`src/rtl/hc00_pkg.sv`:
```
// -----------------------------------------------------------------------------
// hc00_pkg
//   Shared definitions for the quad 2-input NAND tester.
//   - state_t        : tester FSM states
//   - NUM_GATES      : number of gates in the device under test
//   - NUM_VECS       : number of vectors in the test table
//   - VEC_A / VEC_B  : A and B values of each vector (bit i = vector i)
//   - VEC_EXP        : expected NAND output of each vector (bit i = vector i)
//   - replicate()    : spreads one vector bit across all gates
// -----------------------------------------------------------------------------
package hc00_pkg;

  localparam int NUM_GATES = 4;
  localparam int NUM_VECS  = 4;

  typedef enum logic [1:0] {
    IDLE   = 2'd0,
    SETTLE = 2'd1,
    SAMPLE = 2'd2,
    DONE   = 2'd3
  } state_t;

  // Vector table, bit i holds vector i:
  //   idx0: A=0 B=0 -> Y=1
  //   idx1: A=1 B=0 -> Y=1
  //   idx2: A=1 B=1 -> Y=0
  //   idx3: A=0 B=1 -> Y=1
  // The A/B sequence changes one input per step.
  localparam logic [NUM_VECS-1:0] VEC_A   = 4'b0110;
  localparam logic [NUM_VECS-1:0] VEC_B   = 4'b1100;
  localparam logic [NUM_VECS-1:0] VEC_EXP = 4'b1011;

  // Every gate receives the same vector, so one table bit drives all gates.
  function automatic logic [NUM_GATES-1:0] replicate(input logic b);
    return {NUM_GATES{b}};
  endfunction

endpackage

```
`src/rtl/hc00_sync_ff.sv`:
```
// -----------------------------------------------------------------------------
// sync_ff
//   Multi-stage flip-flop synchronizer for signals asynchronous to clk.
//   Every stage resets to all-ones so a freshly reset tester sees the
//   idle-state NAND output (A=B=0 -> Y=1) rather than a false low.
//
//   Parameters:
//     WIDTH  : number of independent bits synchronized
//     STAGES : flip-flop stages per bit (>= 1)
//   Ports:
//     clk : system clock
//     rst : synchronous, active-high reset
//     d   : asynchronous input bits
//     q   : synchronized output bits
// -----------------------------------------------------------------------------
module sync_ff #(
  parameter int WIDTH  = 4,
  parameter int STAGES = 2
) (
  input  logic             clk,
  input  logic             rst,
  input  logic [WIDTH-1:0] d,
  output logic [WIDTH-1:0] q
);

  logic [WIDTH-1:0] stage [STAGES];

  always_ff @(posedge clk) begin
    if (rst) begin
      for (int i = 0; i < STAGES; i++) begin
        stage[i] <= '1;
      end
    end else begin
      stage[0] <= d;
      for (int i = 1; i < STAGES; i++) begin
        stage[i] <= stage[i-1];
      end
    end
  end

  assign q = stage[STAGES-1];

endmodule

```
`src/rtl/hc00_tester.sv`:
```
// -----------------------------------------------------------------------------
// hc00_tester
//   Stimulus/check engine for a 74HC00-class quad 2-input NAND device.
//   On a start request it applies four A/B vectors to all four gates, holds
//   each for SETTLE_CYCLES clocks, samples the synchronized Y outputs for one
//   cycle and compares them against the expected NAND value. Results are
//   reported per gate and held until the next accepted start.
//
//   Parameters:
//     SETTLE_CYCLES : cycles each vector is held before sampling (3..255)
//     SYNC_STAGES   : synchronizer depth on dut_y (<= SETTLE_CYCLES-1)
//
//   Ports:
//     clk            : system clock, rising edge
//     rst            : synchronous, active-high reset
//     start          : run request
//     dut_a, dut_b   : A/B inputs of gates 0..3 (registered)
//     dut_y          : Y outputs of gates 0..3, asynchronous to clk
//     busy           : high from the cycle after an accepted start through
//                      the last SAMPLE cycle
//     done           : one-cycle pulse when results become valid
//     pass           : 1 = every gate matched on every vector
//     fail_mask      : bit g = gate g mismatched on at least one vector
//     first_fail_vec : index of the first vector with any mismatch
//     dbg_state      : current FSM state, for observation only
//
//   Handshake: start is a plain request with no ready. It is sampled on every
//   rising edge and accepted only while the FSM is in IDLE; a start seen in
//   any other state (including the DONE cycle) is dropped, never queued.
//
//   All outputs come straight from flops; dut_y only reaches them through the
//   synchronizer and the registered comparator.
// -----------------------------------------------------------------------------
module hc00_tester
  import hc00_pkg::*;
#(
  parameter int SETTLE_CYCLES = 8,
  parameter int SYNC_STAGES   = 2
) (
  input  logic                 clk,
  input  logic                 rst,
  input  logic                 start,
  output logic [NUM_GATES-1:0] dut_a,
  output logic [NUM_GATES-1:0] dut_b,
  input  logic [NUM_GATES-1:0] dut_y,
  output logic                 busy,
  output logic                 done,
  output logic                 pass,
  output logic [NUM_GATES-1:0] fail_mask,
  output logic [1:0]           first_fail_vec,
  output state_t               dbg_state
);

  // Loading SETTLE_CYCLES-1 and leaving SETTLE on cnt==0 gives exactly
  // SETTLE_CYCLES cycles of SETTLE per vector.
  localparam logic [7:0] CNT_LOAD = 8'(SETTLE_CYCLES - 1);

  state_t               state, state_nxt;
  logic [1:0]           idx, idx_nxt, idx_inc;
  logic [7:0]           cnt, cnt_nxt;
  logic                 seen_fail, seen_nxt;
  logic [NUM_GATES-1:0] a_nxt, b_nxt;
  logic [NUM_GATES-1:0] mask_nxt;
  logic                 pass_nxt;
  logic [1:0]           ffv_nxt;
  logic                 busy_nxt, done_nxt;
  logic [NUM_GATES-1:0] y_sync;
  logic [NUM_GATES-1:0] mismatch;

  sync_ff #(
    .WIDTH  (NUM_GATES),
    .STAGES (SYNC_STAGES)
  ) u_sync (
    .clk (clk),
    .rst (rst),
    .d   (dut_y),
    .q   (y_sync)
  );

  // ---------------------------------------------------------------------------
  // State and datapath registers
  // ---------------------------------------------------------------------------
  always_ff @(posedge clk) begin
    if (rst) begin
      state          <= IDLE;
      idx            <= '0;
      cnt            <= '0;
      seen_fail      <= 1'b0;
      dut_a          <= '0;
      dut_b          <= '0;
      busy           <= 1'b0;
      done           <= 1'b0;
      pass           <= 1'b0;
      fail_mask      <= '0;
      first_fail_vec <= '0;
    end else begin
      state          <= state_nxt;
      idx            <= idx_nxt;
      cnt            <= cnt_nxt;
      seen_fail      <= seen_nxt;
      dut_a          <= a_nxt;
      dut_b          <= b_nxt;
      busy           <= busy_nxt;
      done           <= done_nxt;
      pass           <= pass_nxt;
      fail_mask      <= mask_nxt;
      first_fail_vec <= ffv_nxt;
    end
  end

  // ---------------------------------------------------------------------------
  // Next-state logic
  // ---------------------------------------------------------------------------
  always_comb begin
    state_nxt = state;
    case (state)
      IDLE:    if (start) state_nxt = SETTLE;
      SETTLE:  if (cnt == '0) state_nxt = SAMPLE;
      SAMPLE:  state_nxt = (idx == 2'd3) ? DONE : SETTLE;
      DONE:    state_nxt = IDLE;
      default: state_nxt = IDLE;
    endcase
  end

  // ---------------------------------------------------------------------------
  // Output / datapath next values
  // ---------------------------------------------------------------------------
  assign idx_inc  = idx + 2'd1;
  assign mismatch = y_sync ^ replicate(VEC_EXP[idx]);

  always_comb begin
    idx_nxt  = idx;
    cnt_nxt  = cnt;
    seen_nxt = seen_fail;
    a_nxt    = dut_a;
    b_nxt    = dut_b;
    mask_nxt = fail_mask;
    pass_nxt = pass;
    ffv_nxt  = first_fail_vec;

    case (state)
      IDLE: begin
        a_nxt = '0;
        b_nxt = '0;
        if (start) begin
          mask_nxt = '0;
          pass_nxt = 1'b0;
          ffv_nxt  = '0;
          seen_nxt = 1'b0;
          idx_nxt  = '0;
          a_nxt    = replicate(VEC_A[0]);
          b_nxt    = replicate(VEC_B[0]);
          cnt_nxt  = CNT_LOAD;
        end
      end

      SETTLE: begin
        if (cnt != '0) cnt_nxt = cnt - 8'd1;
      end

      SAMPLE: begin
        mask_nxt = fail_mask | mismatch;
        if ((mismatch != '0) && !seen_fail) begin
          ffv_nxt  = idx;
          seen_nxt = 1'b1;
        end
        if (idx == 2'd3) begin
          // Leaving for DONE: release the pins and publish the verdict,
          // which must include this final sample's mismatches.
          a_nxt    = '0;
          b_nxt    = '0;
          pass_nxt = (mask_nxt == '0);
        end else begin
          // The next vector goes out on the same edge that ends SAMPLE,
          // so all eight lines change together.
          idx_nxt = idx_inc;
          a_nxt   = replicate(VEC_A[idx_inc]);
          b_nxt   = replicate(VEC_B[idx_inc]);
          cnt_nxt = CNT_LOAD;
        end
      end

      DONE: begin
        a_nxt = '0;
        b_nxt = '0;
      end

      default: begin
        a_nxt = '0;
        b_nxt = '0;
      end
    endcase

    // busy/done are registered decodes of the state being entered, so they
    // line up with the state register without any combinational output path.
    busy_nxt = (state_nxt == SETTLE) || (state_nxt == SAMPLE);
    done_nxt = (state_nxt == DONE);
  end

  assign dbg_state = state;

endmodule
```
`config.mk`:
```
export PLATFORM = sky130hd
export DESIGN_NAME = hc00_tester
export DESIGN_NICKNAME = d
export VERILOG_FILES = /design/src/rtl/hc00_pkg.sv /design/src/rtl/hc00_sync_ff.sv /design/src/rtl/hc00_tester.sv
export SDC_FILE = /design/constraint.sdc
export NUM_CORES = 1
export LEC_CHECK = 0
export CORE_UTILIZATION = 55
export CTS_BUF_LIST = sky130_fd_sc_hd__clkbuf_2
export DETAILED_ROUTE_END_ITERATION = 16
export HOLD_SLACK_MARGIN = 0.1
export PLACE_DENSITY = 0.89
export SYNTH_ARGS = -nofsm -noshare
export SYNTH_HDL_FRONTEND = slang
export SYNTH_SLANG_ARGS = --single-unit
export TNS_END_PERCENT = 20
```
`constraint.sdc`:
```
create_clock -name clk -period 2.6 [get_ports clk]
set_input_delay 0.52 -clock clk [delete_from_list [all_inputs] [get_ports clk]]
set_output_delay 0.52 -clock clk [all_outputs]
set_load 0.03 [all_outputs]
```
# Word level (Yosys, flattened, before mapping)
# Memory sizes are Yosys's and may differ from the RTL's.
# Cells that the tools add are included.
# word_totals
out_inout_bits,19
n_memories,1
in_bits,7
wordCells,84
mem_bits_rw,8
ff_bits,30
# memory_table
name,depth,width,rd,rd_ports_with_merged_regs,wr,line,text
u_sync.stage,2,4,2,0,2,hc00_sync_ff.sv:26,logic [WIDTH-1:0] stage [STAGES];
# classes
bitwise,4
addsub,2
n_reduce_logical,17
n_lt_le_gt_ge,2
eq_ne,12
muxes,35
# ops
operator,count
2-to-1 mux 8 bit,3
case mux 4 bit (2 select lines),3
case mux 8 bit (3 select lines),1
2-to-1 mux 4 bit,5
2-to-1 mux 2 bit,6
"equality test 2 bit, second input constant",5
"!= test 2 bit, second input constant",5
2-to-1 mux 1 bit,9
AND reduction 3 bit,3
logical NOT 8 bit,1
case mux 2 bit (2 select lines),2
case mux 2 bit (4 select lines),1
nonzero test 8 bit,1
"subtractor 8 x 1 -> 8 bit, second input constant",1
binary-select mux 1 bit (select 2 bit),3
"< comparator 2 x 3 -> 1 bit, second input constant",2
"equality test 2 x 1 -> 1 bit, second input constant",2
logical NOT 4 bit,1
bitwise OR 4 bit,1
case mux 1 bit (2 select lines),2
AND reduction 4 bit,1
nonzero test 2 bit,2
nonzero test 4 bit,1
XOR 4 bit,1
9 further kinds,10

# Longest topological paths before layout
# Gate-level depths: netlist (run 1).
# logic_depth
depth_word,7
mapped_depth,7
depth_no_buf,7

# Modules after synthesis
# From an unflattened synthesis (run 1), not the netlist that was laid out.
# hier_totals
hier_cells,180
area_unflattened_um2,1642.8
# by_module_without_submodules
module,instances,area_per_inst_um2,cells_per_inst,seq_area_each_um2
hc00_tester,1,1402.6,160,480.5
sync_ff,1,240.2,20,160.2

# Least setup slack after synthesis (run 1)
# No wires, ideal clock.
# synth_path
path_kind,reg-to-reg
from,"register state[0], in the netlist dbg_state[0]"
to,register cnt[6]
path_slack_ns,0.385
arrival_ns,2.145
setup_time_ns,0.070
path_stages_with_launch,7
n_path_buf,0
t_required_ns,2.530
synth_period_minus_slack_ns,2.215
path_cell_list,dfxtp_1 -> inv_1 -> ha_1 -> a21oi_1 -> nand3_1 -> or4b_2 -> a21oi_1
# synth_via
elab_chain_cells,3
word_cells_on_any_way,9
classes_between,5 x eq/ne; 1 x mux; 3 x reduce/logical
# synth_rtl
element,line,text
"start, declared",hc00_tester.sv:58,"state_t state, state_nxt;"
"start signal, assigned",hc00_tester.sv:97,state <= state_nxt;
equality test 2 x 1 -> 1 bit (tied with other cells),hc00_tester.sv:141,case (state)
!= test 2 bit (no line) or nonzero test 3 bit (tied branches),--,
AND reduction 4 bit (no line),--,
"end signal, assigned",hc00_tester.sv:99,cnt <= cnt_nxt;
"end, declared",hc00_tester.sv:60,"logic [7:0] cnt, cnt_nxt;"
# Parallel ways exist; a longest one is shown, timed or not.
# A chain may end at the register's enable or synchronous reset.

# Final worst setup path (run 1)
# Same ends and word-level chain as after synthesis.

==> impl_summary.txt, run 1 <==
----------------------------------------------------
[Setup path]
  Crit path depth ... 6
  Reg2reg setup slack ... between 300 and 400 ps
  Worst setup EP type ... flop
  Most numerous cell on the critical path ... a21oi_1
  Crit Path Max Fanout ... 6
  Slowest cell on the critical path ... or4b_2
  Largest delay share family, worst path ... simple AND/OR/NAND/NOR gates
  CP cell instances ... inv_1, ha_1, a21oi_1, nand3_1, or4b_2, a21oi_1
  Origin of the critical flop-to-flop path ... dbg_state[0]
  Kind of critical path ... reg -> reg
  CP startpoint kind ... flop
  Required time worst endpoint ... 2900 ps
  Reg2reg path depth ... 6
  Worst reg2reg path endpoint ... cnt[6]
  Data arrival time at the worst-slack endpoint ... about 2500 ps
  WP buf/inv ... 1
  Worst path max stage delay ... 640 ps

[Status]
  Outcome ... complete, no violations

[Logic synthesis]
  Synthesized-area fraction occupied by and/or/nand/nor cells ... between 20% and 30%
  Fraction of synthesized area in multiplexers ... under 10%
  Main combinational cell family by area after synthesis ... simple AND/OR/NAND/NOR gates
  Synthesized-area fraction occupied by ao, oa, aoi and oai cells ... 15.9%
  Cells after Synth ... 177
  Share of synthesized area occupied by flip-flops and latches ... about two fifths
  Fraction of the mapped netlist area in adder cells ... 7.82%
  Area share of xor/xnor cells in the synthesized design ... roughly 2.7%
  Cell type contributing the most total cell area after synthesis ... dfxtp_1
  Net count of the mapped netlist ... between 150 and 200
  Synth top area cells ... dfxtp_1, ha_1, a21oi_1
  Mean cell area of the mapped netlist ... between 9 and 10 µm²
  Post-Synthesis Cell Area ... roughly 1600 µm²
  Register bit count reported by yosys ... 32
  Count of cell types in the netlist ... 44
  YS warnings ... 0
  Yosys top cell area share ... between 40 and 50%

[Routing]
  Via Count ... approximately 1.4k
  Vias/cell ... between 5 and 6
  WL per Instance ... around 14 µm
  DRC violations left ... 0
  Detailed Route WL ... 3190 µm
  First drt pass iteration count ... 4
  Number of nets with antenna violations after detailed routing ... 0
  First-iteration detailed-routing DRC count ... 44

[CTS]
  Total of hold buffers inserted after clock tree synthesis ... 0
  Skew-Pair Late Insertion Delay ... 380 ps
  Total of cells resized after clock tree synthesis ... 0
  Register clock-pin slew on the reported worst setup and hold paths ... roughly 190 ps
  CTS Buf Count ... 5
  Cell at the root of the clock tree ... clkbuf_2
  CTS sink cnt ... 32
  Deepest level of the CTS H-tree ... 2
  Clock tree from TritonCTS ... built
  Longest Clk Path Bufs ... 2
  Postcts setup bufs ... 0

[Pwr]
  Static power due to leakage ... around 0.7 nW
  Highest ir drop seen on vdd ... a little over 0.0007 V
  Total power ... around 1.2 mW
  Total power density per cell area ... about 600 nW/µm²

[Min path]
  Tightest Hold Check Type ... reg -> reg
  Startpoint of the most critical hold path ... u_sync.stage[0][0]
  Hold-critical path depth ... 1
  WHS Endpoint ... u_sync.stage[0][4]

[Cells and area]
  Area taken by multi-input logic gates ... 863 µm²
  Register Area ... ~640 µm²
  Relative area change from synthesis to final layout ... 19.8%
  Commonest cells after routing, fill and taps aside ... dfxtp_1, clkdlybuf4s50_1, nor2_1
  Fraction of layout instances using a drive strength above 1 ... approximately 14%
  Final net count ... 218
  Filler Cell Count ... 220
  Post-layout instance count excluding filler cells ... roughly 230
  Inserted Diodes ... 0
  Leading cell type in the layout, fill and taps excluded ... dfxtp_1

[Die]
  Initial core utilization ... ~58%
  Chip width ... ~56 µm
  Number of cell rows ... 19
  Overall die height ... between 50 and 60 µm
  Number of I/O pins ... 26
  Area enclosed by the die boundary ... roughly 3100 µm²
  Core box area ... approximately 2800 µm²

[Placement]
  HPWL reported at the end of detailed placement ... between 2000 and 2500 µm
  Setup slack after placement ... about 250 ps
  Routability congestion estimate from global placement ... 0.808
  Number of placed instances with taps included ... between 200 and 250
  IO buf count ... 25

[Timing]
  Fin crit period ... 2240 ps
  Slew at the pin closest to its max-slew limit ... 721 ps
  Post-Route Skew ... between 30 and 40 ps
  Final critical-path share of the clock period ... a little under nine tenths
  Number of failing hold endpoints at the final stage ... 0
  Final setup violating endpoints ... 0
  Final number of max-transition violations ... 0
  Peak clock frequency supported by timing ... 0.446 GHz
  Worst-case headroom to the max-slew limit ... 51.6%
  Worst Setup Slack, final ... 358 ps
  Sum Neg Setup Slack ... 0 ps
  Unrepaired setup endpoints after global routing ... false
  Tightest hold margin ... around 430 ps

[Global routing]
  Largest net degree at the start of global routing ... 15
  Total Routing Usage GR ... between 20% and 30%
  Global route total overflow ... 0
  Initial antenna violation count ... 0
  Via count of the first global-routing pass ... ~1.3k
  Global-route wire length before repair ... around 5400 µm

[Run]
  # Max-Cap Violations ... 0

----------------------------------------------------
==> per-stage QoR <==
stage | instance area, µm² | util (%)
2_1_floorplan | 1600 | -
3_3_place_gp | 1850 | 67.1
3_5_place_dp | 1850 | 67.1
4_1_cts | 1920 | 69.5
5_1_grt | 1920 | 69.5
6_report | 1920 | 69.5
==> sequential cells by signal, indices dropped and copies added (netlist names) <==
register and cells:
cnt 8, dbg_state 2, pass 1, done 1, seen_fail 1, u_sync.stage 8
first_fail_vec 2, dut_a 1, dut_b 1, idx 2, fail_mask 4, busy 1
==> area by class of cell <==
| class | instances | area share, % |
|---|---|---|
| Multi-Input combinational cell | 126 | 45.0 |
| Inverter | 7 | 1.37 |
| Tap cell | 31 | 2.02 |
| Clock inverter | 3 | 2.22 |
| Sequential cell | 32 | 33.4 |
| Clock buffer | 5 | 1.31 |
| Timing Repair Buffer | 29 | 14.6 |
==> worst register-to-register path: stages (launching register included) <==
cell,delay (ps)
dfxtp_1,480
inv_1,140
ha_1,240
a21oi_1,320
nand3_1,190
or4b_2,640
a21oi_1,150
==> worst max-delay path by stage <==
stage / to / start / slack (ps)
2_1_floorplan: cnt[6] / dbg_state[0] / 380
3_3_place_gp: cnt[6] / start / 300
3_5_place_dp: cnt[6] / start / 250
4_1_cts: cnt[6] / dbg_state[0] / 380
5_1_grt: cnt[6] / dbg_state[0] / 180
6_report: cnt[6] / dbg_state[0] / 360
==> report_power, final <==
| part | internal, mW | switching, mW |
|---|---|---|
| logic | 0.127 | 0.154 |
| clock network | 0.161 | 0.181 |
| registers | 0.522 | 0.0278 |
| total | 0.810 | 0.362 |
==> metal layers <==
metal	vias to the layer above	global-route usage, %	share of wire (%)
met5	-	0	0
met4	0	10.5	1.3
met3	6	5.12	4.8
met2	47	39.2	53
met1	636	25.4	41
li1	673	-	-
==> cells in the mapped netlist (all sizes together) <==
cell / count
nor2b: 5
nand2b: 5
xnor2: 1
nor2: 15
clkbuf: 4
a211o: 1
nor3b: 3
o21a: 1
a21oi: 14
and2: 2
and4: 2
o32ai: 1
or3: 4
a32oi: 2
a2111oi: 1
o21ai: 7
o31ai: 2
nand3b: 1
o2bb2ai: 2
inv: 7
or4b: 2
ha: 10
a22oi: 1
a2bb2oi: 3
or2: 11
a31oi: 1
mux2i: 2
nand4b: 1
nand3: 4
buf: 8
or3b: 1
nor3: 7
nand2: 3
o41ai: 1
dfxtp: 32
xor2: 4
nand4: 1
or4: 3
a22o: 1
nor4: 1
==> kinds of logic after synthesis <==
kind of cell / Yosys count
xor gates and xnor gates: 5
DFF: 32
adders and majority gates: 10
buffers and inverters: 19
muxes: 2
and+or+nand+nor: 71
AOI/OAI and AO/OA: 38
(Power assumes the default switching activity.)
==> run 2, diff against run 1 <==
--- a/config.mk
+++ b/config.mk
@@ -6,10 +6,11 @@
 export NUM_CORES = 1
 export LEC_CHECK = 0
 export CORE_UTILIZATION = 55
-export CTS_BUF_LIST = sky130_fd_sc_hd__clkbuf_2
+export CTS_BUF_LIST = sky130_fd_sc_hd__clkbuf_8
 export DETAILED_ROUTE_END_ITERATION = 16
 export HOLD_SLACK_MARGIN = 0.1
 export PLACE_DENSITY = 0.89
+export REMOVE_ABC_BUFFERS = 1
 export SYNTH_ARGS = -nofsm -noshare
 export SYNTH_HDL_FRONTEND = slang
 export SYNTH_SLANG_ARGS = --single-unit
==> run 2 against run 1 <==
Against the previous run: global-route usage is 1.9 points higher; sequential cell count unchanged; via count rose by 3.8%; die area unchanged; largest power group unchanged; wire length is 9.4% higher; combinational power is 3% higher; first-iteration DRC count rose by 45%; hold slack lost 22 ps; sequential share of layout area fell by 0.75 points.
==> impl_summary.txt, run 2 (synthesized netlist as in run 1, its figures left out) <==
----------------------------------------------------
[Status]
  Outcome ... complete, no violations

[Timing]
  Sum Neg Setup Slack ... 0 ps (unchanged)
  Worst-case headroom to the max-slew limit ... 56.1% (+4.5 points)
  Slew at the pin closest to its max-slew limit ... 642 ps (-78.5 ps)
  Number of failing hold endpoints at the final stage ... 0 (unchanged)
  Final number of max-transition violations ... 0 (unchanged)
  Fin crit period ... 2210 ps (-36.7 ps)
  Peak clock frequency supported by timing ... 0.453 GHz (+1.7%)
  Tightest hold margin ... 410 ps (-21.8 ps)
  Final setup violating endpoints ... 0 (unchanged)
  Final critical-path share of the clock period ... 84.8% (-1.4 points)
  Unrepaired setup endpoints after global routing ... false
  Post-Route Skew ... 2.63 ps (-28.6 ps)

[Routing]
  DRC violations left ... 0 (unchanged)
  First drt pass iteration count ... 4 (unchanged)
  Number of nets with antenna violations after detailed routing ... 0 (unchanged)
  WL per Instance ... 15.0 µm (+9.4%)
  First-iteration detailed-routing DRC count ... 64 (+45%)
  Via Count ... 1414 (+3.8%)
  Vias/cell ... 6.07 (+3.8%)
  Detailed Route WL ... 3490 µm (+9.4%)

[CTS]
  Deepest level of the CTS H-tree ... 2 (unchanged)
  Total of hold buffers inserted after clock tree synthesis ... 0 (unchanged)
  Clock tree from TritonCTS ... built
  Total of cells resized after clock tree synthesis ... 0 (unchanged)
  Postcts setup bufs ... 0 (unchanged)
  Cell at the root of the clock tree ... clkbuf_8
  CTS sink cnt ... 32 (unchanged)
  Skew-Pair Late Insertion Delay ... 290 ps (-90 ps)
  Longest Clk Path Bufs ... 2 (unchanged)
  CTS Buf Count ... 5 (unchanged)
  Register clock-pin slew on the reported worst setup and hold paths ... 70 ps (-120 ps)

[Die]
  Number of cell rows ... 19 (unchanged)
  Initial core utilization ... 58.0% (unchanged)
  Core box area ... 2760 µm² (unchanged)
  Area enclosed by the die boundary ... 3130 µm² (unchanged)
  Overall die height ... 55.9 µm (unchanged)
  Number of I/O pins ... 26 (unchanged)
  Chip width ... 55.9 µm (unchanged)

[Setup path]
  Required time worst endpoint ... 2820 ps (-80 ps)
  Worst path max stage delay ... 620 ps (-20 ps)
  Data arrival time at the worst-slack endpoint ... 2420 ps (-120 ps)
  Kind of critical path ... reg -> reg
  CP cell instances ... ha_1, or4b_2, mux2i_1, a2111oi_0, o2bb2ai_1
  WP buf/inv ... 0 (-1)
  Worst setup EP type ... flop
  Slowest cell on the critical path ... or4b_2
  CP startpoint kind ... flop
  Crit Path Max Fanout ... 6 (unchanged)
  Largest delay share family, worst path ... simple AND/OR/NAND/NOR gates

[Cells and area]
  Inserted Diodes ... 0 (unchanged)
  Fraction of layout instances using a drive strength above 1 ... 14.4% (unchanged)
  Area taken by multi-input logic gates ... 863 µm² (unchanged)
  Register Area ... 641 µm² (unchanged)
  Filler Cell Count ... 204 (-7.3%)
  Relative area change from synthesis to final layout ... 22.5%
  Post-layout instance count excluding filler cells ... 233 (unchanged)
  Leading cell type in the layout, fill and taps excluded ... dfxtp_1
  Commonest cells after routing, fill and taps aside ... dfxtp_1, clkdlybuf4s50_1, nor2_1
  Leading registers by flop count ... cnt (8), u_sync.stage (8), fail_mask (4)
  Final non-filler cell area ... 1960 µm² (+2.3%)
  Final net count ... 218 (unchanged)

[Global routing]
  Global-route wire length before repair ... 5810 µm (+6.8%)
  Initial antenna violation count ... 0 (unchanged)
  Global route total overflow ... 0 (unchanged)
  Largest net degree at the start of global routing ... 15 (unchanged)
  Via count of the first global-routing pass ... 1349 (+5.1%)
  Total Routing Usage GR ... 24.1% (+1.9 points)

[Pwr]
  Total power density per cell area ... 672 nW/µm² (+9.9%)
  Static power due to leakage ... 0.736 nW (+2.1%)
  Highest ir drop seen on vdd ... 0.000668 V (-8.0%)

[Placement]
  Routability congestion estimate from global placement ... 0.842 (+4.1%)
  IO buf count ... 25 (unchanged)
  Cell area after placement ... 1850 µm² (unchanged)
  HPWL reported at the end of detailed placement ... 2510 µm (+6.3%)
  Number of placed instances with taps included ... 225 (unchanged)

[Run]
  # Max-Cap Violations ... 0 (unchanged)

[Min path]
  Tightest Hold Check Type ... reg -> reg

----------------------------------------------------
==> run 2: path summary, 6_finish.rpt <==
check             slack (ps)  cells past startpoint                from            endpoint
setup / recovery         390                      5              idx[1]   first_fail_vec[0]
hold / removal           410                      1  u_sync.stage[0][1]  u_sync.stage[0][5]
setup reg to reg         390                      5              idx[1]   first_fail_vec[0]
hold reg to reg          410                      1  u_sync.stage[0][1]  u_sync.stage[0][5]
==> run 2: cell type report <==
type                    count  area share [%]
flip-flops and latches     32            32.7
repair buffers             29            14.3
clock buffers               5            3.51
well taps                  31            1.98
clock inverters             3            2.17
multi-input cells         126            44.0
inverters                   7            1.34
==> run 2: layer usage <==
layer  GRT usage (%)  wire (µm)
met5               0          0
met3            7.21        189
met4            14.6         89
met1            26.6       1430
met2            40.8       1790
==> run 2: worst reg2reg max path, cell delays in order (launching register included) <==
cell,delay [ps]
dfxtp_1,460
ha_1,360
or4b_2,620
mux2i_1,310
a2111oi_0,220
o2bb2ai_1,170
==> run 2: per-stage QoR <==
step                      worst slack (ps)  utilization, %  total power [mW]
after floorplan                        284               -             0.747
after global placement                 302            67.1             0.822
after detailed placement               222            67.1             0.846
after CTS                              410            71.1              1.32
after global routing                   189            71.1              1.37
final                                  395            71.1              1.32
==> run 2: where the power goes <==
group,switching (mW),total (mW),internal [mW]
clock,0.194,0.477,0.283
sequential,0.0292,0.551,0.522
combinational,0.163,0.290,0.127
==> run 3, diff against run 2 <==
==> constraint.sdc (replaced) <==
create_clock -name clk -period 2.2 [get_ports clk]
set_input_delay 0.44 -clock clk [delete_from_list [all_inputs] [get_ports clk]]
set_output_delay 0.44 -clock clk [all_outputs]
set_load 0.03 [all_outputs]
==> run 3 against run 2 <==
Against the previous run: global-route usage rose by 0.31 points; hold slack got worse by 2.6 ps; sequential share of layout area fell by 0.47 points; core utilization rose by 1.0 points; cell count rose by 2.1%; critical path depth rose by 2; design area rose by 1.5%; die area did not move; wire length rose by 0.46%.
==> impl_summary.txt, run 3 (synthesized netlist as in run 1, its figures left out) <==
----------------------------------------------------
[Die]
  Overall die height ... 55.9 µm (unchanged)
  Number of cell rows ... 19 (unchanged)
  Core box area ... 2760 µm² (unchanged)
  Number of I/O pins ... 26 (unchanged)
  Initial core utilization ... 58.0% (unchanged)
  Chip width ... 55.9 µm (unchanged)
  Area enclosed by the die boundary ... 3130 µm² (unchanged)

[Routing]
  First drt pass iteration count ... 4 (unchanged)
  Number of nets with antenna violations after detailed routing ... 0 (unchanged)
  Detailed Route WL ... 3510 µm (+0.46%)
  WL per Instance ... 14.7 µm (-1.7%)
  DRC violations left ... 0 (unchanged)
  Vias/cell ... 5.84 (-3.8%)
  First-iteration detailed-routing DRC count ... 72 (+13%)
  Via Count ... 1389 (-1.8%)

[Setup path]
  Worst setup EP type ... flop
  Required time worst endpoint ... 2380 ps (-440 ps)
  Kind of critical path ... reg -> reg
  CP startpoint kind ... flop
  Data arrival time at the worst-slack endpoint ... 2260 ps (-160 ps)
  Crit Path Max Fanout ... 5 (-1)
  Origin of the critical flop-to-flop path ... cnt[0]
  Launching element of the worst setup path ... cnt[0]

[Pwr]
  Internal power ... 1.02 mW (+9.9%)
  Highest ir drop seen on vdd ... 0.000780 V (+17%)
  Switching part of the total power ... 30.1% (+0.78 points)
  Gate power share ... 23.9% (+1.9 points)
  Static power due to leakage ... 0.756 nW (+2.6%)
  Total power density per cell area ... 736 nW/µm² (+9.5%)
  Fraction of power consumed by sequential logic ... 44.6% (+2.8 points)
  Power share of the clock group ... 31.5% (-4.7 points)
  Net switching power figure ... 0.441 mW (+14%)
  Total power ... 1.46 mW (+11%)

[Timing]
  Number of failing hold endpoints at the final stage ... 0 (unchanged)
  Peak clock frequency supported by timing ... 0.481 GHz (+6.1%)
  Final setup violating endpoints ... 0 (unchanged)
  Slew at the pin closest to its max-slew limit ... 574 ps (-68.7 ps)
  Final number of max-transition violations ... 0 (unchanged)
  Fin crit period ... 2080 ps (-128 ps)
  Unrepaired setup endpoints after global routing ... false
  Worst-case headroom to the max-slew limit ... 60.8% (+4.7 points)
  Post-Route Skew ... 8.66 ps (+6.02 ps)
  Final critical-path share of the clock period ... 94.4% (+9.6 points)
  Sum Neg Setup Slack ... 0 ps (unchanged)

[Global routing]
  Global-route wire length before repair ... 5820 µm (+0.24%)
  Initial antenna violation count ... 0 (unchanged)
  Via count of the first global-routing pass ... 1311 (-2.8%)
  Largest net degree at the start of global routing ... 17 (+2)
  Total Routing Usage GR ... 24.4% (+0.31 points)
  Global route total overflow ... 0 (unchanged)

[Placement]
  IO buf count ... 25 (unchanged)
  HPWL reported at the end of detailed placement ... 2420 µm (-3.5%)
  Number of placed instances with taps included ... 230 (+2.2%)
  Routability congestion estimate from global placement ... 0.859 (+2.1%)

[Cells and area]
  Post-layout instance count excluding filler cells ... 238 (+2.1%)
  Fraction of layout instances using a drive strength above 1 ... 16.9% (+2.6 points)
  Leading registers by flop count ... cnt (8), u_sync.stage (8), fail_mask (4)
  Inserted Diodes ... 0 (unchanged)
  Relative area change from synthesis to final layout ... 24.3%
  Final net count ... 223 (+2.3%)
  Commonest cells after routing, fill and taps aside ... dfxtp_1, clkdlybuf4s50_1, nor2_1
  Filler Cell Count ... 199 (-2.5%)
  Leading cell type in the layout, fill and taps excluded ... dfxtp_1
  Area taken by multi-input logic gates ... 872 µm² (+1.0%)
  Register Area ... 641 µm² (unchanged)

[Status]
  Outcome ... complete, no violations

[CTS]
  Clock tree from TritonCTS ... built
  CTS sink cnt ... 32 (unchanged)
  Cell at the root of the clock tree ... clkbuf_8
  Register clock-pin slew on the reported worst setup and hold paths ... 60 ps (about the same)
  CTS Buf Count ... 5 (unchanged)
  Skew-Pair Late Insertion Delay ... 290 ps (about the same)
  Postcts setup bufs ... 0 (unchanged)
  Deepest level of the CTS H-tree ... 2 (unchanged)
  Longest Clk Path Bufs ... 2 (unchanged)

[Run]
  # Max-Cap Violations ... 0 (unchanged)

[Min path]
  Startpoint of the most critical hold path ... u_sync.stage[0][1]
  Tightest Hold Check Type ... reg -> reg

----------------------------------------------------
## run 3: cell type report
class                      instances  share of cell area (%)
clock buffer                       6                    4.15
timing repair buffer              34                    16.0
sequential                        32                    32.2
tap                               31                    1.95
inverter                           7                    1.32
multi-input combinational        126                    43.8
clock inverter                     2                   0.566
## run 3: timing repair
item	CTS	global route
resized for setup	0	3
hold endpoints to repair	0	0
hold buffers	0	0
endpoints found under the setup margin	0	2
## run 3: path summary, 6_finish.rpt
kind                             end  slack, ps  cells past startpoint
setup / recovery                busy        120                      7
hold / removal    u_sync.stage[0][5]        410                      1
setup reg to reg                busy        120                      7
hold reg to reg   u_sync.stage[0][5]        410                      1
## run 3: routing by layer
layer  GRT usage, %  share of wire [%]
met4           12.2                2.2
met2           41.5                 51
met3           7.67                5.6
met5              0                  0
met1           27.7                 41
## run 3: worst max-delay path, stage by stage (launching register included)
cell and delay [ps]:
dfxtp_1 330, inv_1 70, ha_2 190, or3b_4 390, or3_4 370, a32oi_2 240
ha_1 250, nor2b_1 130
## run 3: per-stage QoR
stage / cell area [µm²] / hold slack, ps / setup WS [ps] / util, %
3_5_place_dp: 1890 / 392 / 43.7 / 68.4
3_3_place_gp: 1890 / 390 / 134 / 68.4
2_1_floorplan: 1530 / 389 / -116 / -
6_report: 1990 / 407 / 122 / 72.1
4_1_cts: 1980 / 408 / 33.8 / 71.8
5_1_grt: 1990 / 416 / 24.0 / 72.1
## run 3: power groups by stage
stage / Sequential, mW / Clock [mW] / Combinational [mW]
final: 0.653 / 0.462 / 0.350
after global routing: 0.657 / 0.503 / 0.384
after CTS: 0.651 / 0.472 / 0.341
after detailed placement: 0.662 / 0 / 0.337
after global placement: 0.659 / 0 / 0.321
after floorplan: 0.690 / 0 / 0.192
==> patch 1, RTL diff (settings of run 1) <==
Register the inputs `start` and `dut_y` before use. The logic sees them one clock later. Comments in the files are not updated.
--- a/src/rtl/hc00_tester.sv
+++ b/src/rtl/hc00_tester.sv
@@ -55,6 +55,14 @@
   // SETTLE_CYCLES cycles of SETTLE per vector.
   localparam logic [7:0] CNT_LOAD = 8'(SETTLE_CYCLES - 1);
 
+  logic start_q;
+  logic [NUM_GATES-1:0] dut_y_q;
+
+  always_ff @(posedge clk) begin
+    start_q <= start;
+    dut_y_q <= dut_y;
+  end
+
   state_t               state, state_nxt;
   logic [1:0]           idx, idx_nxt, idx_inc;
   logic [7:0]           cnt, cnt_nxt;
@@ -73,7 +81,7 @@
   ) u_sync (
     .clk (clk),
     .rst (rst),
-    .d   (dut_y),
+    .d   (dut_y_q),
     .q   (y_sync)
   );
 
@@ -114,7 +122,7 @@
   always_comb begin
     state_nxt = state;
     case (state)
-      IDLE:    if (start) state_nxt = SETTLE;
+      IDLE:    if (start_q) state_nxt = SETTLE;
       SETTLE:  if (cnt == '0) state_nxt = SAMPLE;
       SAMPLE:  state_nxt = (idx == 2'd3) ? DONE : SETTLE;
       DONE:    state_nxt = IDLE;
@@ -142,7 +150,7 @@
       IDLE: begin
         a_nxt = '0;
         b_nxt = '0;
-        if (start) begin
+        if (start_q) begin
           mask_nxt = '0;
           pass_nxt = 1'b0;
           ffv_nxt  = '0;
Behaviour: not the same (Yosys sat finds a counterexample within 4 cycles, from zero or initial values and one cycle with rst high).
==> patch 1 against run 1 <==
  * Area after synthesis grew 9.9%
  * Combinational power shrank 8.9%
  * First-iteration DRC count grew 43%
  * Sequential cell count grew 5
  * Final area grew 8.4%
  * Die area grew 9.6%
  * Fmax grew 3.4%
  * Setup slack gained 0.073 ns
  * Power grew 7.0%
  * Wire length shrank 2.2%
  * Largest cell class unchanged
==> patch 1: results (changes against run 1) <==
stage,metric,value,unit,change
power,Pleak,0.775,nW,+7.5%
sta,Max-slew headroom,0.586,,+0.0700
grt,initial antenna violation count,0,,unchanged
synth,Post-synth top cells,"dfxtp_1, nor2_1, a21oi_1, nand2_1, ha_1",,
clock_tree,clock root cell,clkbuf_2,,
critical_path,crit path DAT,2.52,ns,-0.02 ns
synth,mux contribution to synthesized area,0.0349,,+0.0223
min_path,min-delay src,u_sync.stage[0][0]$_SDFF_PP1_,,
synth,Synthesized Nets,212,,+9.3%
route,Pre-antenna DRT Iters,4,,unchanged
synth,Post-Synth XOR/XNOR Area,0.0249,,-0.00247
run_status,status,finished clean,,
route,number of vias per cell,5.26,,-10%
cells_and_area,fill count,251,,+14%
grt,Global Route Usage Sum,0.205,,-0.0177
cells_and_area,layout cells sized above 1,0.129,,-0.0145
synth,post-synthesis compound-gate area fraction,0.144,,-0.0143
cells_and_area,nets,234,,+7.3%
clock_tree,"CTS clk-pin slew, worst paths",0.20,ns,
clock_tree,maximum root-to-sink buffer count,2,,unchanged
route,DRT iter0 DRCs,63,,+43%
synth,"top cells by area, synth","dfxtp_1, ha_1, a21oi_1, nor2_1, or2_2",,
grt,vias in the first global route,1196,,-6.8%
cells_and_area,diode count,0,,unchanged
route,routed len/inst,12.0,um,-13%
synth,Ys Warns,0,,unchanged
grt,first-pass GRT wire length,5240,um,-3.7%
clock_tree,Inserted Clock Buffers,5,,unchanged
placed_design,DP Cell Count,253,,+12%
min_path,Hold WC Path Type,flip-flop to flip-flop,,
placed_design,Detailed Place HPWL,2260,um,-4.3%
synth,Post-Syn Instances,194,,+9.6%
power,maximum VDD drop,414,uV,-43%
synth,Post-Synth Adder-Cell Area,0.0782,,about the same
placed_design,# port buffers,25,,unchanged
clock_tree,number of gates resized after CTS,0,,unchanged
sta,clock skew,0.00546,ns,-0.0257 ns
cells_and_area,Non-Filler Instances,261,,+12%
placed_design,RePlAce Congestion,0.801,,-0.84%
critical_path,critical-path maximum fanout,7,,+1
synth,register area share after synthesis,0.421,,+0.0207
critical_path,largest stage delay on the critical path,0.61,ns,-0.03 ns
synth,Yosys cell types,48,,+9.1%
critical_path,"CP delay by family, top",simple AND/OR/NAND/NOR gates,,
clock_tree,clk_lat worst skew,0.40,ns,+0.02 ns
cells_and_area,Top Registers,"cnt: 8 flops, u_sync.stage: 8 flops",,
grt,largest net degree at the start of global routing,22,,+7
critical_path,CP Launch Point,dbg_state[0]$_SDFF_PP0_,,
clock_tree,H-tree depth,2,,unchanged
critical_path,CP max-delay cell,or4b_2,,
clock_tree,Post-CTS Repair Setup Buffers,0,,unchanged
synth,Synth async-reset ratio,0,,unchanged
power,sw frac,0.298,,-0.0114
patch 1: cell types whose count changed after synthesis, sizes merged, moves of 3 or more:
cell            run 1  this run
mux2i               2         5
xor2                4         1
dfxtp              32        37
a2bb2oi             3         0
xnor2               1         4
a22oi               1         6
nor3                7         3
nor4                1         5
nand2               3        13
nand3               4         1
patch 1: power by group through the flow:
stage	sequential, mW	combinational, mW	clock [mW]
2_1_floorplan	0.650	0.179	0
3_3_place_gp	0.640	0.247	0
3_5_place_dp	0.642	0.255	0
4_1_cts	0.630	0.256	0.375
5_1_grt	0.636	0.284	0.401
6_report	0.630	0.256	0.369
patch 1: layer usage:
layer	GRT usage	vias up	routed length [um]
met5	0	-	0
met4	0.0816	0	52
met3	0.0659	5	99
met2	0.340	26	1480
met1	0.246	625	1490
li1	-	717	-
patch 1: worst paths after layout:
path / to / slack, ns / cells after the start
setup / recovery: first_fail_vec[0]$_SDFFE_PP0P_ / 0.43 / 6
hold / removal: u_sync.stage[0][4]$_SDFF_PP1_ / 0.43 / 1
setup reg to reg: first_fail_vec[0]$_SDFFE_PP0P_ / 0.43 / 6
hold reg to reg: u_sync.stage[0][4]$_SDFF_PP1_ / 0.43 / 1
patch 1: area by class of cell:
| class | count | area share |
|---|---|---|
| Clock buffer | 5 | 0.0120 |
| Clock inverter | 3 | 0.0223 |
| Inverter | 7 | 0.0126 |
| Multi-Input combinational cell | 139 | 0.446 |
| Sequential cell | 37 | 0.356 |
| Tap cell | 44 | 0.0265 |
| Timing Repair Buffer | 26 | 0.124 |
patch 1: cells by family after synthesis:
group                      Yosys count
buffers and inverters               18
DFF                                 37
xor gates and xnor gates             5
adders and majority gates           11
and+or+nand+nor                     76
AOI/OAI and AO/OA                   41
muxes                                6
patch 1: per-stage QoR:
step / hold WS, ns / setup slack (ns) / utilization / instance area (um2) / power (mW)
5_1_grt: 0.451 / 0.317 / 0.681 / 2080 / 1.32
2_1_floorplan: 0.389 / 0.455 / - / 1760 / 0.829
3_3_place_gp: 0.390 / 0.519 / 0.657 / 2010 / 0.887
4_1_cts: 0.434 / 0.441 / 0.681 / 2080 / 1.26
6_report: 0.433 / 0.431 / 0.681 / 2080 / 1.25
3_5_place_dp: 0.392 / 0.497 / 0.657 / 2010 / 0.897
patch 1: worst register-to-register path: cells and delay by family, from the launching register on:
family          cells  cell delay [ns]
compound gates      1             0.15
fa+ha+maj           1             0.28
buf+inv             1             0.13
flops               1             0.50
simple gates        3             1.06
==> patch 2, RTL diff (config.mk and constraints of run 1) <==
Without the edit above. Change the package constant `NUM_GATES` from 4 to 2.
--- a/src/rtl/hc00_pkg.sv
+++ b/src/rtl/hc00_pkg.sv
@@ -10,7 +10,7 @@
 // -----------------------------------------------------------------------------
 package hc00_pkg;
 
-  localparam int NUM_GATES = 4;
+  localparam int NUM_GATES = 2;
   localparam int NUM_VECS  = 4;
 
   typedef enum logic [1:0] {
Ports: changed (resized dut_a, dut_b, dut_y and fail_mask); port bits go from 26 to 18. No check against the original RTL was run, so the function may have changed too.
==> patch 2 against run 1 <==
  * Sequential power down 17%
  * Setup slack improved by 0.085 ns
  * Area after synthesis down 17%
  * Wire length decreased by 18%
  * Power down 27%
  * Final area decreased by 21%
  * Synthesized cell count shrank 15%
  * Sequential cell count shrank 6
  * Critical path type unchanged
  * Largest cell class unchanged
  * Largest power group unchanged
  * Highest routed layer unchanged
==> patch 2: results (changes against run 1) <==
stage,metric,value,unit,change
synth,Synthesized Nets,166,,-14%
run_status,status,finished clean,,
power,maximum VDD drop,495,uV,-32%
power,Pleak,0.584,nW,-19%
route,DRT iter0 DRCs,19,,-57%
cells_and_area,Top Registers,"cnt: 8 flops, u_sync.stage: 4 flops",,
clock_tree,number of gates resized after CTS,0,,unchanged
grt,first-pass GRT wire length,4130,um,-24%
route,DR WL met2,1360,um,-19%
clock_tree,Inserted Clock Buffers,3,,-2
synth,post-synthesis compound-gate area fraction,0.189,,+0.0300
clock_tree,number of clock sinks,26,,-19%
grt,largest net degree at the start of global routing,16,,+1
critical_path,critical-path maximum fanout,14,,+8
grt,GR Layer Usage met1,0.205,,-0.0489
synth,Yosys cell types,39,,-11%
route,metal3 WL,77,um,-50%
synth,Post-Synth XOR/XNOR Area,0.0197,,-0.00765
grt,met2 GRT Util,0.417,,+0.0242
synth,"top cells by area, synth","dfxtp_1, ha_1, o21ai_0, nor2_1, a21oi_1",,
synth,register area share after synthesis,0.391,,-0.00970
power,NetSw,0.285,mW,-21%
power,Combinational Power Share,0.291,,+0.051
placed_design,# port buffers,17,,-32%
synth,Post-synth top cells,"dfxtp_1, nor2_1, ha_1, nand2_1, o21ai_0",,
grt,vias in the first global route,1050,,-18%
route,vias after detailed routing,1121,,-18%
critical_path,CP max-delay cell,dfxtp_1,,
clock_tree,clk_lat worst skew,0.35,ns,-0.03 ns
critical_path,setup slack on the worst flop-to-flop path,0.44,ns,+0.08 ns
placed_design,Place WS,0.303,ns,+0.0548 ns
route,Pre-antenna DRT Iters,5,,+1
critical_path,largest stage delay on the critical path,0.53,ns,-0.11 ns
clock_tree,"CTS clk-pin slew, worst paths",0.24,ns,+0.05 ns
placed_design,dpl cell area,1500,um2,-19%
cells_and_area,layout cells sized above 1,0.0606,,-0.0830
synth,mux contribution to synthesized area,0.0300,,+0.0175
power,total power density per cell area,564,nW/um2,-7.8%
route,Met1 Routed Length,1160,um,-12%
sta,Max-slew headroom,0.644,,+0.129
cells_and_area,fill count,189,,-14%
sta,clock skew,0.00750,ns,-0.0237 ns
placed_design,RePlAce Congestion,0.797,,-1.4%
synth,syn_area_per_cell,8.82,um2,-2.4%
grt,Global Route Usage Sum,0.213,,-0.00909
patch 2: cell types whose count changed after synthesis, sizes merged, moves of 3 or more:
cell	delta
a21oi	-6
a22o	+3
a2bb2oi	-3
buf	-4
dfxtp	-6
nand2	+7
nor2	-4
nor3	-4
nor4	+3
or2	-6
xor2	-3
patch 2: worst paths after layout:
check / startpoint / to
max reg2reg: dbg_state[0]$_SDFF_PP0_ / cnt[7]$_SDFFE_PP0P_
min: u_sync.stage[0][1]$_SDFF_PP1_ / u_sync.stage[0][3]$_SDFF_PP1_
min reg2reg: u_sync.stage[0][1]$_SDFF_PP1_ / u_sync.stage[0][3]$_SDFF_PP1_
max: dbg_state[0]$_SDFF_PP0_ / cnt[7]$_SDFFE_PP0P_
patch 2: cell type report:
cell class	instances	area (um2)	area share
multi-input combinational	111	747	0.491
sequential	26	520	0.342
timing repair buffer	18	178	0.117
tap	28	35.0	0.0230
inverter	6	22.5	0.0148
clock buffer	3	15.0	0.00987
clock inverter	1	3.75	0.00247
